### config.mk
export PLATFORM = sky130hd
export DESIGN_NAME = fetch_ctrl
export DESIGN_NICKNAME = d
export VERILOG_FILES = /design/src/rtl/fetch_ctrl.sv
export SDC_FILE = /design/constraint.sdc
export NUM_CORES = 1
export LEC_CHECK = 0
export CORE_MARGIN = 2
export CORE_UTILIZATION = 50
export DETAILED_ROUTE_END_ITERATION = 6
export PLACE_DENSITY = 0.79
export SLEW_MARGIN = 0
export SYNTH_ARGS = -nofsm -noshare
export SYNTH_HDL_FRONTEND = slang
export SYNTH_SLANG_ARGS = --single-unit
### constraint.sdc
create_clock -name Clk -period 2.5 [get_ports Clk]
set_input_delay 0.25 -clock Clk [delete_from_list [all_inputs] [get_ports Clk]]
set_output_delay 0.25 -clock Clk [all_outputs]
set_load 0.03 [all_outputs]
### src/rtl/fetch_ctrl.sv
// Program-counter sequencer: IDLE/RUN/DONE control with sequential, branch, stall and halt steps.
// Optional retired-instruction counter is enabled by defining FETCH_INSN_CNT_EN.
module fetch_ctrl #(
  parameter int D          = 10,
  parameter int START_ADDR = 0
`ifdef FETCH_INSN_CNT_EN
  ,
  parameter int CNT_W      = 16
`endif
) (
  input  logic         Clk,
  input  logic         Reset,
  input  logic         start,
  input  logic         stall,
  input  logic         halt,
  input  logic         branch_en,
  input  logic         branch_rel,
  input  logic [D-1:0] target,
  output logic [D-1:0] prog_ctr,
  output logic         busy,
`ifdef FETCH_INSN_CNT_EN
  output logic [CNT_W-1:0] insn_cnt,
`endif
  output logic         done
);

  localparam logic [D-1:0] START_PC = D'(START_ADDR);

  typedef enum logic [1:0] {
    IDLE = 2'd0,
    RUN  = 2'd1,
    DONE = 2'd2
  } state_e;

  state_e       state_q, state_d;
  logic [D-1:0] pc_q, pc_d;
  logic         retire;
  logic         launch;

  always_comb begin
    state_d = state_q;
    pc_d    = pc_q;
    retire  = 1'b0;
    launch  = 1'b0;
    unique case (state_q)
      IDLE: begin
        pc_d = START_PC;
        if (start) begin
          state_d = RUN;
          launch  = 1'b1;
        end
      end
      RUN: begin
        if (stall) begin
          pc_d = pc_q;
        end else if (halt) begin
          state_d = DONE;
          retire  = 1'b1;
        end else if (branch_en) begin
          retire = 1'b1;
          // Relative add wraps mod 2**D, so two's-complement offsets need no sign handling.
          pc_d   = branch_rel ? (pc_q + target) : target;
        end else begin
          retire = 1'b1;
          pc_d   = pc_q + D'(1);
        end
      end
      DONE: begin
        if (start) begin
          state_d = RUN;
          pc_d    = START_PC;
          launch  = 1'b1;
        end
      end
      default: begin
        state_d = IDLE;
        pc_d    = START_PC;
      end
    endcase
  end

  always_ff @(posedge Clk) begin
    if (Reset) begin
      state_q <= IDLE;
      pc_q    <= START_PC;
    end else begin
      state_q <= state_d;
      pc_q    <= pc_d;
    end
  end

  assign prog_ctr = pc_q;
  assign busy     = (state_q == RUN);
  assign done     = (state_q == DONE);

`ifdef FETCH_INSN_CNT_EN
  logic [CNT_W-1:0] cnt_q, cnt_d;

  always_comb begin
    cnt_d = cnt_q;
    if (launch) begin
      cnt_d = '0;
    end else if (retire && (cnt_q != '1)) begin
      cnt_d = cnt_q + CNT_W'(1);
    end
  end

  always_ff @(posedge Clk) begin
    if (Reset) begin
      cnt_q <= '0;
    end else begin
      cnt_q <= cnt_d;
    end
  end

  assign insn_cnt = cnt_q;
`else
  logic unused_cnt;
  assign unused_cnt = launch ^ retire;
`endif

endmodule

==> impl_metrics.tcl <==
set metrics [dict create \
    timing_worst_slew_pin_value_ns 0.4776 \
    maxCapViolCount 0 \
    grt_start_max_net_pins 16 \
    p_per_area_nw_per_um2 279.7 \
    viasPerCell 6.127 \
    postRouteAntennaNets 0 \
    drt_first_pass_iters 4 \
    cts_tree "yes" \
    setup.worst_path.start "prog_ctr[1]" \
    gp_congestion 0.9022 \
    reg2reg_from "prog_ctr[1]" \
    dpl.cell_count 233 \
    fin_crit_ns 2.280 \
    vias 1446 \
    drc 0 \
    n_fill_cell 223 \
    instances_no_fill 236 \
    avgSynthCellArea_um2 7.478 \
    synth_top_area_frac 0.1868 \
    synth_area_um2 1286 \
    cts_max_level 1 \
    power_frac_comb 0.309 \
    timing.fmax_ghz 0.4386 \
    die_x_um 54.72 \
    cts_setup_buffers 0 \
    intPower_mw 0.3196 \
    multiInputGateArea_um2 987.2 \
    cp-start-kind "register" \
    hold_viol 0 \
    synthTopCellsByArea "dfxtp_1 19%, ha_1 9.7%, o21ai_0 7.4%" \
    switchingPower_mw 0.1441 \
    path_max_fanout 6 \
    crit_arrival_ns 2.46 \
    holdBufCountCts 0 \
    drive_gt1_frac 0.09709 \
    fp.dieH_um 54.72 \
    placeableCoreArea_um2 2455 \
    power.total_mw 0.4638 \
    syn_to_final_growth_pct 28.89 \
    synth_flop_cell "dfxtp_1" \
    endpoint_kind "register" \
    fp.dieArea_um2 2994 \
    io_pins 29 \
    setup_viol 0 \
    synth_most_common_cell "o21ai_0" \
    rsz0062_at_grt "false" \
    grt_pass1_vias 1354 \
    synth.distinct_cells 46 \
    status "completed" \
    leakage_nw 0.6798 \
    cts_resized 0 \
    antenna_found_initial 0 \
    hold_class "register to register" \
    timing.slew.headroom 0.6792 \
    numCtsBuffers 3 \
    yosys_warnings 0 \
    overflow 0 \
    clock_skew_ns 0.003493 \
    ir_drop_mv 0.2753 \
    seq_area_frac_synth 0.1868 \
    clkTransAtPathRegs_ns 0.07 \
    clock_power_share 0.261 \
    hp-start "prog_ctr[9]" \
    grt_pass1_wl_um 5961 \
    synth-edff-count 0 \
    rows 18 \
    crit_required_ns 2.68 \
    synth_nets 200 \
    fin_crit_sh 0.9119 \
    grtUsageTotal 0.2737 \
    initial_utilization 0.5240 \
    root_buffer "clkbuf_4" \
    finalNetCount 236 \
    seqCellArea_um2 240.2 \
    synth_async_sr_flop_share 0 \
    drv_slew 0 \
    drt-initial-drc-count 46 \
    synth_common_cells "19 x o21ai_0, 15 x a21oi_1, 15 x nand2_1, 13 x nor2_1, 12 x dfxtp_1" \
    routed_wl_um 3536 \
    wl_per_cell_um 14.98 \
    netlist_instances 172 \
    dp_hpwl_um 2844 \
    clk_path_buf_depth 2 \
    clock_latency_ns 0.27 \
    crit_type "register to register" \
    sequentialPowerShare 0.430 \
    synth_seq_cells 12 \
    portBuffers 28 \
    num_antenna_cells 0 \
    cts_sinks 12 \
    swShare 0.3108 \
    synth_top_area_cell "dfxtp_1" \
]
==> flip-flops by register name, summed over array words and instances (netlist names) <==
signal	count
prog_ctr	10
state_q	2
==> cell usage in the layout (no fill, tap or decap), types with 2 or more instances in the layout <==
cell type        synthesis  layout
clkbuf_4                 0       3
clkdlybuf4s50_1          0      28
o211a_1                  2       2
nor2b_1                  5       5
a21oi_1                 15      15
a22oi_1                  2       2
dfxtp_1                 12      12
o21ai_0                 19      19
mux2_2                   2       2
xnor2_1                  2       2
a211oi_1                 4       4
nor2_1                  13      13
nor3_1                   7       7
nand2b_1                 3       3
a21o_1                   5       5
o21a_1                   2       2
and3_1                   3       3
nand2_1                 15      15
nand3_1                  5       5
ha_1                    10      10
buf_4                    0       8
xor2_1                   3       3
nand3b_1                 2       2
inv_1                    7       7
a31oi_1                  2       2
o211ai_1                 2       2
mux2i_1                  5       5
==> path summary, 6_finish.rpt <==
| check | end | slack, ns | cells past startpoint |
|---|---|---|---|
| worst min register to register | prog_ctr[9] | 0.58 | 2 |
| worst min-delay path | prog_ctr[9] | 0.58 | 2 |
| worst max-delay path | prog_ctr[7] | 0.22 | 7 |
| worst max register to register | prog_ctr[7] | 0.22 | 7 |
==> area by class of cell <==
type	count	share of cell area
Multi-Input combinational cell	147	0.5955
Sequential cell	12	0.1449
Tap cell	30	0.02264
Timing Repair Buffer	36	0.2053
Inverter	8	0.01811
Clock buffer	3	0.01358
==> cells by family after synthesis <==
| logic type | count (synthesis) | share of synthesized area |
|---|---|---|
| multiplexers | 7 | 0.05642 |
| flip-flops | 12 | 0.1868 |
| AND/OR/NAND/NOR | 63 | 0.2685 |
| adder cells (fa/ha/maj) | 11 | 0.1128 |
| XOR/XNOR | 5 | 0.03405 |
| buffers and inverters | 13 | 0.04571 |
| AO/OA/AOI/OAI | 61 | 0.2957 |
==> stage by stage <==
step | setup TNS [ns] | area [um2] | hold WS [ns] | setup slack (ns) | util
after floorplan | 0 | 1286 | 0.3990 | 0.2501 | -
after global placement | 0 | 1635 | 0.5440 | 0.06582 | 0.6662
after detailed placement | -0.001637 | 1635 | 0.5610 | -0.001637 | 0.6662
after CTS | 0 | 1658 | 0.5711 | 0.2375 | 0.6753
after global routing | 0 | 1658 | 0.6175 | 0.06678 | 0.6753
final | 0 | 1658 | 0.5825 | 0.2202 | 0.6753
==> worst max-delay path, stage by stage (launching register included) <==
cell	delay, ns
dfxtp_1	0.49
ha_1	0.31
a211oi_1	0.22
o21ai_0	0.15
a21o_1	0.24
a21oi_1	0.19
mux2_2	0.35
a221oi_1	0.24
==> power groups by stage <==
stage | registers [mW] | logic [mW] | clock network (mW)
finish | 0.199 | 0.143 | 0.121
global route | 0.200 | 0.157 | 0.134
CTS | 0.199 | 0.142 | 0.121
detailed placement | 0.204 | 0.142 | 0
global placement | 0.204 | 0.138 | 0
floorplan | 0.208 | 0.0781 | 0
==> per-layer routing <==
| metal | track usage | vias up | wire length (um) |
|---|---|---|---|
| li1 | - | 712 | - |
| met1 | 0.3245 | 661 | 1509 |
| met2 | 0.4921 | 61 | 1715 |
| met3 | 0.04918 | 12 | 200 |
| met4 | 0.08333 | 0 | 110 |
| met5 | 0 | - | 0 |
Note: power is estimated with default switching activity, not from simulation.
